`config.mk`:
```
export PLATFORM = sky130hd
export DESIGN_NAME = branch_resolver_flat
export DESIGN_NICKNAME = d
export VERILOG_FILES = /design/src/rtl/branch_resolver_pkg.sv /design/src/rtl/branch_resolver_if.sv /design/src/rtl/branch_target_adder.sv /design/src/rtl/branch_resolver.sv /design/src/flat_wrapper.sv
export SDC_FILE = /design/constraint.sdc
export NUM_CORES = 1
export LEC_CHECK = 0
export BUFFER_PORTS_ARGS = -buffer_cell sky130_fd_sc_hd__clkbuf_2
export CORE_MARGIN = 2
export CORE_UTILIZATION = 40
export DETAILED_ROUTE_END_ITERATION = 10
export PLACE_DENSITY = 0.67
export SYNTH_ARGS = -nofsm -noshare
export SYNTH_HDL_FRONTEND = slang
export SYNTH_SLANG_ARGS = --single-unit
```
`constraint.sdc`:
```
create_clock -name clock -period 1.8 [get_ports clock]
set_input_delay 0.09 -clock clock [delete_from_list [all_inputs] [get_ports clock]]
set_output_delay 0.09 -clock clock [all_outputs]
set_load 0.03 [all_outputs]
```
`src/rtl/branch_resolver_pkg.sv`:
```
// Shared definitions for the execute-stage branch resolver: state encoding,
// default PC width and the taken decision.
package branch_resolver_pkg;

  localparam int unsigned PC_W_DEFAULT = 32;

  localparam logic [1:0] ST_IDLE     = 2'd0;
  localparam logic [1:0] ST_REDIRECT = 2'd1;
  localparam logic [1:0] ST_FLUSH    = 2'd2;

  typedef enum logic [1:0] {
    StIdle     = ST_IDLE,
    StRedirect = ST_REDIRECT,
    StFlush    = ST_FLUSH
  } br_state_e;

  function automatic logic branch_taken(logic is_jump, logic is_bne, logic is_blt,
                                        logic not_equal, logic less_than);
    return is_jump | (is_bne & not_equal) | (is_blt & less_than);
  endfunction

endpackage

```
`src/rtl/branch_resolver_if.sv`:
```
// Execute-stage control-flow inputs and front-end redirect/flush outputs.
interface branch_resolver_if import branch_resolver_pkg::*; #(
  parameter int unsigned PC_W  = PC_W_DEFAULT,
  parameter int unsigned CNT_W = 16
);
  logic             ex_valid;
  logic             is_bne;
  logic             is_blt;
  logic             is_jump;
  logic             isNotEqual;
  logic             isLessThan;
  logic [PC_W-1:0]  ex_pc;
  logic [PC_W-1:0]  ex_imm;
  logic             stall;
  logic             redirect_valid;
  logic [PC_W-1:0]  redirect_pc;
  logic             flush_fd;
  logic             flush_dx;
  logic [CNT_W-1:0] branch_count;
  logic [CNT_W-1:0] taken_count;

  modport master (
    output ex_valid, is_bne, is_blt, is_jump, isNotEqual, isLessThan, ex_pc, ex_imm, stall,
    input  redirect_valid, redirect_pc, flush_fd, flush_dx, branch_count, taken_count
  );

  modport slave (
    input  ex_valid, is_bne, is_blt, is_jump, isNotEqual, isLessThan, ex_pc, ex_imm, stall,
    output redirect_valid, redirect_pc, flush_fd, flush_dx, branch_count, taken_count
  );
endinterface

```
`src/rtl/branch_target_adder.sv`:
```
// Branch/jump target: absolute immediate for jumps, word-addressed pc + 1 + imm otherwise.
module branch_target_adder import branch_resolver_pkg::*; #(
  parameter int unsigned PC_W = PC_W_DEFAULT
) (
  input  logic            is_jump,
  input  logic [PC_W-1:0] ex_pc,
  input  logic [PC_W-1:0] ex_imm,
  output logic [PC_W-1:0] target
);
  always_comb begin
    target = is_jump ? ex_imm : (ex_pc + PC_W'(1) + ex_imm);
  end
endmodule

```
`src/rtl/branch_resolver.sv`:
```
// Resolves bne/blt/jump in execute, drives a registered redirect plus flush pulses
// to the front end (predict-not-taken) and keeps saturating branch statistics.
module branch_resolver import branch_resolver_pkg::*; #(
  parameter int unsigned PC_W         = PC_W_DEFAULT,
  parameter int unsigned FLUSH_CYCLES = 2,
  parameter int unsigned CNT_W        = 16
) (
  input logic              clock,
  input logic              reset_n,
  branch_resolver_if.slave br
);
  // Counter only ever holds FLUSH_CYCLES-1 down to 1.
  localparam int unsigned   FcW       = (FLUSH_CYCLES > 1) ? $clog2(FLUSH_CYCLES) : 1;
  localparam logic [FcW-1:0] FlushLoad = FcW'(FLUSH_CYCLES - 1);

  br_state_e        state_q;
  logic [FcW-1:0]   flush_cnt_q;
  logic             redirect_valid_q;
  logic             flush_q;
  logic [PC_W-1:0]  redirect_pc_q;
  logic [CNT_W-1:0] branch_count_q;
  logic [CNT_W-1:0] taken_count_q;

  logic             accept;
  logic             taken;
  logic [PC_W-1:0]  target;

  branch_target_adder #(
    .PC_W (PC_W)
  ) u_target_adder (
    .is_jump (br.is_jump),
    .ex_pc   (br.ex_pc),
    .ex_imm  (br.ex_imm),
    .target  (target)
  );

  always_comb begin
    accept = (state_q == StIdle) && br.ex_valid && !br.stall &&
             (br.is_bne || br.is_blt || br.is_jump);
    taken  = branch_taken(br.is_jump, br.is_bne, br.is_blt, br.isNotEqual, br.isLessThan);
  end

  always_ff @(posedge clock or negedge reset_n) begin
    if (!reset_n) begin
      state_q          <= StIdle;
      flush_cnt_q      <= '0;
      redirect_valid_q <= 1'b0;
      flush_q          <= 1'b0;
      redirect_pc_q    <= '0;
      branch_count_q   <= '0;
      taken_count_q    <= '0;
    end else begin
      unique case (state_q)
        StIdle: begin
          if (accept) begin
            if (branch_count_q != '1) branch_count_q <= branch_count_q + CNT_W'(1);
            if (taken) begin
              if (taken_count_q != '1) taken_count_q <= taken_count_q + CNT_W'(1);
              redirect_pc_q    <= target;
              redirect_valid_q <= 1'b1;
              flush_q          <= 1'b1;
              state_q          <= StRedirect;
            end
          end
        end
        StRedirect: begin
          // Stall holds the redirect in place until fetch can take it.
          if (!br.stall) begin
            redirect_valid_q <= 1'b0;
            redirect_pc_q    <= '0;
            if (FLUSH_CYCLES <= 1) begin
              flush_q <= 1'b0;
              state_q <= StIdle;
            end else begin
              flush_cnt_q <= FlushLoad;
              state_q     <= StFlush;
            end
          end
        end
        StFlush: begin
          if (!br.stall) begin
            if (flush_cnt_q <= FcW'(1)) begin
              flush_cnt_q <= '0;
              flush_q     <= 1'b0;
              state_q     <= StIdle;
            end else begin
              flush_cnt_q <= flush_cnt_q - FcW'(1);
            end
          end
        end
        default: begin
          state_q          <= StIdle;
          flush_cnt_q      <= '0;
          redirect_valid_q <= 1'b0;
          flush_q          <= 1'b0;
        end
      endcase
    end
  end

  assign br.redirect_valid = redirect_valid_q;
  assign br.redirect_pc    = redirect_pc_q;
  assign br.flush_fd       = flush_q;
  assign br.flush_dx       = flush_q;
  assign br.branch_count   = branch_count_q;
  assign br.taken_count    = taken_count_q;

endmodule

```
`src/flat_wrapper.sv`:
```
// flat-port wrapper written by rule: the top's interface ports become plain ports
module branch_resolver_flat import branch_resolver_pkg::*;
#(
  parameter int unsigned PC_W         = PC_W_DEFAULT,
  parameter int unsigned FLUSH_CYCLES = 2,
  parameter int unsigned CNT_W        = 16
)
  (clock, reset_n, br_ex_valid, br_is_bne, br_is_blt, br_is_jump, br_isNotEqual, br_isLessThan, br_ex_pc, br_ex_imm, br_stall, br_redirect_valid, br_redirect_pc, br_flush_fd, br_flush_dx, br_branch_count, br_taken_count);
  branch_resolver_if #(.PC_W(PC_W), .CNT_W(CNT_W)) br_i ();
  input logic clock;
  input logic reset_n;
  input wire logic [$bits(br_i.ex_valid)-1:0] br_ex_valid;
  input wire logic [$bits(br_i.is_bne)-1:0] br_is_bne;
  input wire logic [$bits(br_i.is_blt)-1:0] br_is_blt;
  input wire logic [$bits(br_i.is_jump)-1:0] br_is_jump;
  input wire logic [$bits(br_i.isNotEqual)-1:0] br_isNotEqual;
  input wire logic [$bits(br_i.isLessThan)-1:0] br_isLessThan;
  input wire logic [$bits(br_i.ex_pc)-1:0] br_ex_pc;
  input wire logic [$bits(br_i.ex_imm)-1:0] br_ex_imm;
  input wire logic [$bits(br_i.stall)-1:0] br_stall;
  output wire logic [$bits(br_i.redirect_valid)-1:0] br_redirect_valid;
  output wire logic [$bits(br_i.redirect_pc)-1:0] br_redirect_pc;
  output wire logic [$bits(br_i.flush_fd)-1:0] br_flush_fd;
  output wire logic [$bits(br_i.flush_dx)-1:0] br_flush_dx;
  output wire logic [$bits(br_i.branch_count)-1:0] br_branch_count;
  output wire logic [$bits(br_i.taken_count)-1:0] br_taken_count;
  assign br_i.ex_valid = br_ex_valid;
  assign br_i.is_bne = br_is_bne;
  assign br_i.is_blt = br_is_blt;
  assign br_i.is_jump = br_is_jump;
  assign br_i.isNotEqual = br_isNotEqual;
  assign br_i.isLessThan = br_isLessThan;
  assign br_i.ex_pc = br_ex_pc;
  assign br_i.ex_imm = br_ex_imm;
  assign br_i.stall = br_stall;
  assign br_redirect_valid = br_i.redirect_valid;
  assign br_redirect_pc = br_i.redirect_pc;
  assign br_flush_fd = br_i.flush_fd;
  assign br_flush_dx = br_i.flush_dx;
  assign br_branch_count = br_i.branch_count;
  assign br_taken_count = br_i.taken_count;
  branch_resolver #(.PC_W(PC_W), .FLUSH_CYCLES(FLUSH_CYCLES), .CNT_W(CNT_W)) u_core (.clock(clock), .reset_n(reset_n), .br(br_i));
endmodule
```
# Word level (Yosys, flattened, before mapping)
# Cells that the tools add are included.
# totals
output_inout_bits	67
ff_bits	69
word_cells	66
input_bits	73
# op_classes
addsub	5
muxes	22
reduce_logical	15
bitwise	7
eq_ne	9
order_cmp	1
# ops
op	count
$mux W32	4
$pmux W32 S2	1
$add A16 B1 Y16 const B	2
$add A32 B1 Y32 const B	1
$add A32 B32 Y32	1
$ne A16 B16 Y1 const B	2
$reduce_and A4 Y1	3
$mux W2	5
$reduce_and A5 Y1	2
$pmux W1 S3	3
$mux W1	8
$ne A2 B1 Y1 const B	3
$pmux W2 S3	1
$reduce_and A3 Y1	2
$ne A2 B2 Y1 const B	2
$logic_and A1 B1 Y1	3
$not A1 Y1	3
$and A1 B1 Y1	2
$eq A2 B1 Y1 const B	1
$eq A2 B2 Y1 const B	1
$logic_not A2 Y1	1
$logic_or A1 B1 Y1	2
$or A1 B1 Y1	2
$reduce_bool A2 Y1	1
3 further kinds	3

# Logic depth before layout (Yosys ltp)
# Gate-level depths: netlist of run 1.
# logic_depth
ltp_word	6
depth_mapped	12
mapped_depth_nobuf	12

# Cells and area by module
# From an unflattened synthesis of run 1, not the netlist that was laid out.
# unflattened
hier_cells	550
hier_area_um2	4952.2
# by_module_without_submodules
module	cells_each	seq_area_each_um2	n_inst	area_each_um2
branch_resolver	228	1701.6	1	2852.7
branch_target_adder	322	0.0	1	2099.5

# Worst setup path after synthesis of run 1
# OpenSTA, ideal clock, no wires.
# synth_timing
path_kind	input to register
startpoint	in br_ex_imm[0]
endpoint	reg u_core.redirect_pc_q[26], in the netlist u_core.br.redirect_pc[26]
path_buffers	0
t_arrival_ns	2.181
required_ns	1.669
setup_time_ns	0.131
slack_ns	-0.512
cell_stages	12
cell_sequence	inv_1 ha_1 inv_1 fa_1 a21o_1 a31oi_2 nor3_2 or2_4 a31oi_4 o22a_2 nor4b_1 or3_1
# synth_between
elab_chain_len	5
# synth_lines
element	line_no	text
start: declaration	flat_wrapper.sv:19	input wire logic [$bits(br_i.ex_imm)-1:0] br_ex_imm;
$add A32 B32 Y32	branch_target_adder.sv:11	target = is_jump ? ex_imm : (ex_pc + PC_W'(1) + ex_imm);
$mux W32	branch_target_adder.sv:11	
$mux W32	branch_resolver.sv:57	if (taken) begin
$mux W32	branch_resolver.sv:55	if (accept) begin
$pmux W32 S2	branch_resolver.sv:53	unique case (state_q)
end signal: assignment	branch_resolver.sv:59	redirect_pc_q <= target;
end: declaration	branch_resolver.sv:20	logic [PC_W-1:0] redirect_pc_q;
# Every way passes these cells. The select of a mux whose other input is x is not followed.
# A chain may end at the register's enable or synchronous reset.

# Final worst setup path of run 1
# layout_timing
startpoint	in br_ex_pc[0]
endpoint	reg u_core.redirect_pc_q[26], in the netlist u_core.br.redirect_pc[26]
# layout_between
elab_chain_len	6
# layout_lines
element	line_no	text
start: declaration	flat_wrapper.sv:18	input wire logic [$bits(br_i.ex_pc)-1:0] br_ex_pc;
$add A32 B1 Y32	branch_target_adder.sv:11	
$add A32 B32 Y32	branch_target_adder.sv:11	
$mux W32	branch_target_adder.sv:11	
$mux W32	branch_resolver.sv:57	
$mux W32	branch_resolver.sv:55	
$pmux W32 S2	branch_resolver.sv:53	
# Every way passes these cells. The select of a mux whose other input is x is not followed.

==> run summary, run 1 <==
FP Rows = 39
R2r setup slk = -0.10 ns
Internal power = 4.368 mW
Maximum clock rate = 502.9 MHz
WL met2 = 7701 um
Rel. slew slack = 63.33%
EDFF count, synth = 0
Synth Cell Area = 4722 um2
DRT met1 WL = 6836 um
Combinational power share = 43.4%
Vias in the first global route = 5096
Sw Share = 39.32%
Clock share of power = 26.4%
Final Hold Vio Count = 0
Hold Crit Depth = 3
Final period utilization = 110.5%
Flop pwr share = 30.2%
Failing checks = setup timing
Initial Util = 41.18%
Drt wl/cell = 16.77 um
Layout cells sized above 1 = 50.44%
I/O Buffers = 139
Initial drt markers = 263
DR vias = 5158
Clock Latency Late Sink = 0.33 ns
Post-Layout Cell Count = 934
Dpl cells = 896
Sequential fraction of the synthesis area = 36.04%
CP Max Fanout = 3
Vias per cell = 5.522
Psw = 2.830 mW
Worst hold-check path type = input pin to flop
PD cells = 956.5 nW/um2
Tmin final = 1.989 ns
Setup_tns = -1.280 ns
Final WL = 15670 um
Pre-CTS setup slack = -0.6825 ns
RSZ-0062 raised after global routing = true
Max Cap Viol = 0
Core ar. = 11470 um2
GRT Util Overall = 23.69%
Die ar. = 12690 um2
Clk buf depth = 2
Post-layout power = 7.197 mW
Max layer used = met4
Number of cells on the worst reg-to-reg path = 6
Height of the die = 112.7 um
DRT Pass-1 Iters = 5
Clock sink total = 68
Met3 WL = 800 um
Initial antenna violation count = 0
Netlist cell types = 59
Post-Syn Area per Cell = 9.029 um2
First-pass GRT wire length = 24270 um
Fin Hold WS = 0.01417 ns
NumNets Final = 893
Top_reg_cell synth = dfrtp_1
Routability cong. = 0.8757
Syn nets = 630
Worst setup margin = -0.1885 ns
Antenna cells = 0
GR Overflow Total = 0
Clock slew at reported path FFs = 0.06 ns
Tightest Pin Transition = 0.5501 ns
I/O pins = 140
CTS tree = done
Endpoints failing setup = 17
TritonCTS buffer count = 9
Register bit total from synthesis = 68
Critical path arrival = 2.20 ns
Clock root cell = clkbuf_16
Startpoint Class = input pin
Post-synthesis cell count = 523
DIE WIDTH = 112.7 um
Worst Skew = 0.006046 ns
Asr flop ratio synth = 100.0%
Largest net degree at the start of global routing = 40
Yosys warns = 0
Detailed-placement wirelength estimate = 11450 um
Leak = 3.687 nW
DRC = 0
Final max-slew violation count = 0
Antenna-violating nets left = 0
Outcome = finished, violations left
CP required = 2.01 ns
FILL cells = 905
Setup CP Type = input pin to flop
Area Growth Syn to Fin = 59.35%
H-tree Lvls = 3
Max VDD drop = 724.4 uV
CP Capture Type = flop
## worst max-delay path: stages
cell and delay, ns:
clkbuf_16 0.13, inv_12 0.04, ha_4 0.13, inv_2 0.04, fa_2 0.33, a21o_1 0.20, a31oi_4 0.20, nor3_4 0.06
or2_4 0.25, a31oi_4 0.20, o22a_2 0.17, nor4b_2 0.04, or3_1 0.30
## final timing paths
check	start	endpoint
min in group asynchronous	reset_n	u_core.br.taken_count[7]
hold / removal	br_ex_imm[23]	u_core.br.redirect_pc[23]
max in group asynchronous	reset_n	u_core.br.branch_count[7]
hold reg to reg	u_core.br.taken_count[9]	u_core.br.taken_count[9]
setup / recovery	br_ex_pc[0]	u_core.br.redirect_pc[26]
setup reg to reg	u_core.state_q[0]	u_core.br.redirect_pc[26]
## stage by stage
stage	instance area, um2	util [%]
detailed placement	6518	56.84
finish	7525	65.62
global route	7525	65.62
floorplan	4851	-
CTS	7161	62.44
global placement	6518	56.84
## cell usage in the layout (no fill, tap or decap), types with 15 or more instances in the layout
cell type  netlist  routed
nand2_1         48      46
nand4_1         21      21
dfrtp_1         68      56
a21oi_1         35      29
clkbuf_2         0     135
o21ai_0         39      20
ha_1            33      28
nor2_1          26      18
xnor2_1         37      31
buf_4            3     130
xor2_1          18      15
a22oi_1         16      15
## layout make-up
type	count	area (um2)	area share, %
tap	143	178.9	2.378
clock inverter	6	88.84	1.181
multi-input combinational	412	3381	44.93
inverter	15	73.82	0.9810
sequential	68	1717	22.81
clock buffer	10	229.0	3.043
timing repair buffer	280	1857	24.68
## state kept, by name, indices dropped and copies added, names as in the netlist
| register | cells |
|---|---|
| u_core.br.redirect_pc | 32 |
| u_core.br.branch_count | 16 |
| u_core.br.taken_count | 16 |
| u_core.state_q | 2 |
| u_core.br.flush_dx | 1 |
| u_core.br.redirect_valid | 1 |
## power by group through the flow
stage	clock network, mW	logic (mW)	registers (mW)
floorplan	0	1.07	2.83
detailed placement	0	2.83	2.18
finish	1.90	3.13	2.17
global route	1.99	3.35	2.22
CTS	1.94	2.97	2.16
global placement	0	2.78	2.17
## logic make-up after synthesis
| logic type | Yosys count | share of synthesized area [%] |
|---|---|---|
| and+or+nand+nor | 158 | 16.91 |
| adders and majority gates | 34 | 9.168 |
| AOI/OAI and AO/OA | 162 | 23.21 |
| DFF | 68 | 36.04 |
| buffers and inverters | 43 | 3.816 |
| xor gates and xnor gates | 55 | 10.20 |
| muxes | 3 | 0.6624 |
## cells in the mapped netlist (3+ instances only)
master,instances,area share [%]
dfrtp_1,68,36
nand2_1,48,3.8
o21ai_0,39,4.1
xnor2_1,37,6.9
a21oi_1,35,3.7
ha_1,33,8.7
nor2_1,26,2.1
clkbuf_1,24,1.9
nand4_1,21,2.8
nand3_1,18,1.9
xor2_1,18,3.3
a22oi_1,16,2.5
inv_1,15,1.2
a21o_1,11,1.7
and3_1,9,1.2
nor3_1,8,0.85
and2_1,6,0.79
o31ai_1,6,0.95
a22o_1,5,0.93
a31oi_1,5,0.66
nor2b_1,5,0.66
or3_1,5,0.66
a211oi_1,4,0.64
a32oi_1,4,0.74
nand2b_1,4,0.53
o22ai_1,4,0.53
a211o_1,3,0.56
and4_1,3,0.56
buf_4,3,0.48
o21a_1,3,0.48
o21bai_1,3,0.48
## repair_timing
| item | 4_1_cts | 5_1_grt |
|---|---|---|
| pin swaps | 27 | 56 |
| gates resized for setup | 48 | 61 |
| hold endpoints to repair | 69 | 0 |
| setup buffers | 7 | 19 |
| hold buffers | 2 | 0 |
| setup endpoints to repair | 36 | 44 |
## per-layer routing
layer / GRT usage, % / vias up
met5: 0 / -
met4: 8.455 / 0
met3: 3.186 / 29
met2: 40.20 / 169
met1: 31.01 / 2510
li1: - / 2450
Power figures use the tool's default switching activity.
==> run 2: changes to the inputs <==
--- a/config.mk
+++ b/config.mk
@@ -6,10 +6,9 @@
 export NUM_CORES = 1
 export LEC_CHECK = 0
 export BUFFER_PORTS_ARGS = -buffer_cell sky130_fd_sc_hd__clkbuf_2
-export CORE_MARGIN = 2
-export CORE_UTILIZATION = 40
+export CORE_UTILIZATION = 48
 export DETAILED_ROUTE_END_ITERATION = 10
-export PLACE_DENSITY = 0.67
+export PLACE_DENSITY = 0.78
 export SYNTH_ARGS = -nofsm -noshare
 export SYNTH_HDL_FRONTEND = slang
 export SYNTH_SLANG_ARGS = --single-unit
==> run 2 against run 1 <==
Effect of this change: the run still ends with setup timing left; worst setup slack got worse by 0.097 ns; clock skew rose by 0.0049 ns; final area fell by 2.8%; critical path depth rose by 1; clock power fell by 38%; critical path type unchanged; critical endpoint unchanged; largest cell class unchanged; highest routed layer unchanged.
==> run summary, run 2 (synthesis results as in run 1) <==
Max VDD drop = 557.6 uV (-23%)
Commonest non-fill, non-tap cell in the layout = clkbuf_2
Routability cong. = 0.9403 (+7.4%)
Post-layout power = 6.507 mW (-9.6%)
DR vias = 5368 (+4.1%)
Worst Skew = 0.01095 ns (+0.004905 ns)
Drt wl/cell = 17.75 um (+5.8%)
Most frequent cells in the layout = clkbuf_2 (135), buf_4 (115), dfrtp_1 (55)
Vias in the first global route = 5184 (+1.7%)
Final WL = 16220 um (+3.5%)
NumNets Final = 887 (-0.67%)
Height of the die = 101.2 um (-10%)
CP Capture Type = flop
Clk buf depth = 2 (unchanged)
CP cell instances = clkbuf_8 > clkinv_4 > ha_4 > inv_2 > fa_2 > a21o_1 > a31oi_4 > nor3_2 > or2_4 > a31oi_4 > buf_6 > o31ai_4 > a31oi_1 > or3_1
CTS tree = done
Crit path max-delay cell type = or3_1
I/O Buffers = 139 (unchanged)
FILL cells = 622 (-31%)
DRT Pass-1 Iters = 5 (unchanged)
Clock Latency Late Sink = 0.35 ns (+0.02 ns)
Largest net degree at the start of global routing = 38 (-5.0%)
Reg2reg start = u_core.state_q[0]
Initial antenna violation count = 0 (unchanged)
Final period utilization = 115.9% (+5.4 points)
Largest stage delay, worst path = 0.37 ns (+0.04 ns)
CP Max Fanout = 3 (unchanged)
Core ar. = 9371 um2 (-18%)
Initial drt markers = 274 (+4.2%)
Layout cells sized above 1 = 49.43% (-1.0 points)
GRT Util Overall = 30.12% (+6.4 points)
I/O pins = 140 (unchanged)
Final max-slew violation count = 0 (unchanged)
Crit path top cell by count = a31oi_4
Failing checks = setup timing
First-pass GRT wire length = 24190 um (-0.31%)
Crit path launch = br_ex_imm[0]
Maximum clock rate = 479.5 MHz (-4.6%)
Detailed-placement wirelength estimate = 11450 um (about the same)
GR Overflow Total = 0 (unchanged)
DIE WIDTH = 101.2 um (-10%)
Endpoints failing setup = 30 (+13)
Tightest Pin Transition = 0.3882 ns (-0.1619 ns)
Initial Util = 50.39% (+9.2 points)
Area Growth Syn to Fin = 54.82%
Clock slew at reported path FFs = 0.09 ns (+0.03 ns)
RSZ-0062 raised after global routing = true
CP required = 2.04 ns (+0.03 ns)
DRC = 0 (unchanged)
Tmin final = 2.085 ns (+0.09696 ns)
Leak = 3.584 nW (-2.8%)
Max Cap Viol = 0 (unchanged)
Hold Crit Start = br_ex_imm[22]
Worst hold-check path type = input pin to flop
Final Hold Vio Count = 0 (unchanged)
Antenna-violating nets left = 0 (unchanged)
Vias per cell = 5.873 (+6.3%)
Dpl cell area = 6447 um2 (-1.1%)
Rel. slew slack = 73.45% (+10 points)
Setup CP Type = input pin to flop
Fin area = 7311 um2 (-2.8%)
Clock root cell = clkbuf_8
Critical path arrival = 2.32 ns (+0.12 ns)
H-tree Lvls = 3 (unchanged)
Worst setup margin = -0.2855 ns (-0.09696 ns)
FP Rows = 35 (-10%)
Die ar. = 10240 um2 (-19%)
Outcome = finished, violations left
Startpoint Class = input pin
TritonCTS buffer count = 9 (unchanged)
Max reg flops = 32 (unchanged)
PD cells = 890.0 nW/um2 (-6.9%)
Antenna cells = 0 (unchanged)
Clock sink total = 68 (unchanged)
run 2: report_power, final:
group          switching [mW]  total (mW)  internal [mW]
sequential              0.306        2.19           1.88
combinational            1.89        3.15           1.26
clock                   0.663        1.17          0.507
run 2: what timing repair did:
action / in CTS / in global routing
setup endpoints to repair: 46 / 50
gates resized for setup: 39 / 78
endpoints found under the hold margin: 73 / 0
hold buffers: 6 / 0
setup buffers: 8 / 15
pin swaps: 30 / 48
run 2: worst paths after layout:
check / to / slack, ns / depth (start not counted)
setup / recovery: u_core.br.redirect_pc[26] / -0.29 / 14
hold / removal: u_core.br.redirect_pc[22] / 0.006 / 3
setup reg to reg: u_core.br.redirect_pc[26] / -0.17 / 8
hold reg to reg: u_core.br.redirect_pc[0] / 0.49 / 2
max in group asynchronous: u_core.br.taken_count[0] / 1.09 / 3
min in group asynchronous: u_core.br.taken_count[7] / 0.10 / 2
run 2: layout make-up:
| cell class | instances | area (um2) | area share, % |
|---|---|---|---|
| Clock buffer | 11 | 131.4 | 1.797 |
| Clock inverter | 5 | 37.54 | 0.5134 |
| Inverter | 15 | 73.82 | 1.010 |
| Multi-Input combinational cell | 412 | 3359 | 45.95 |
| Sequential cell | 68 | 1718 | 23.50 |
| Tap cell | 129 | 161.4 | 2.208 |
| Timing Repair Buffer | 274 | 1829 | 25.02 |
run 2: per-stage QoR:
| stage | hold WS, ns | std cells | TNS (ns) | util, % | setup slack, ns |
|---|---|---|---|---|---|
| 6_report | 0.006051 | 914 | -2.758 | 78.01 | -0.2855 |
| 5_1_grt | 0.01199 | 914 | -5.482 | 78.01 | -0.3149 |
| 4_1_cts | 0.00009176 | 903 | -1.213 | 73.73 | -0.1371 |
| 3_5_place_dp | -0.07240 | 875 | -13.10 | 68.80 | -0.6816 |
| 3_3_place_gp | -0.07809 | 875 | -10.78 | 68.80 | -0.6233 |
| 2_1_floorplan | -0.2056 | 523 | -1.630 | - | -0.3628 |
run 2: layer usage:
metal  share of wire, %  vias to the layer above  routed length [um]  track usage, %
met5                  0                        -                   0               0
met4                3.2                        0                 515           12.82
met3                8.2                       60                1334           5.452
met2                 48                      282                7851           50.60
met1                 40                     2584                6519           38.19
li1                   -                     2442                   -               -
run 2: critical path: cells and delay by family:
kind	cells	cell delay (ns)
adders and majority gates	2	0.35
and+or+nand+nor	3	0.86
buffers and inverters	4	0.36
AOI/OAI and AO/OA	5	0.66
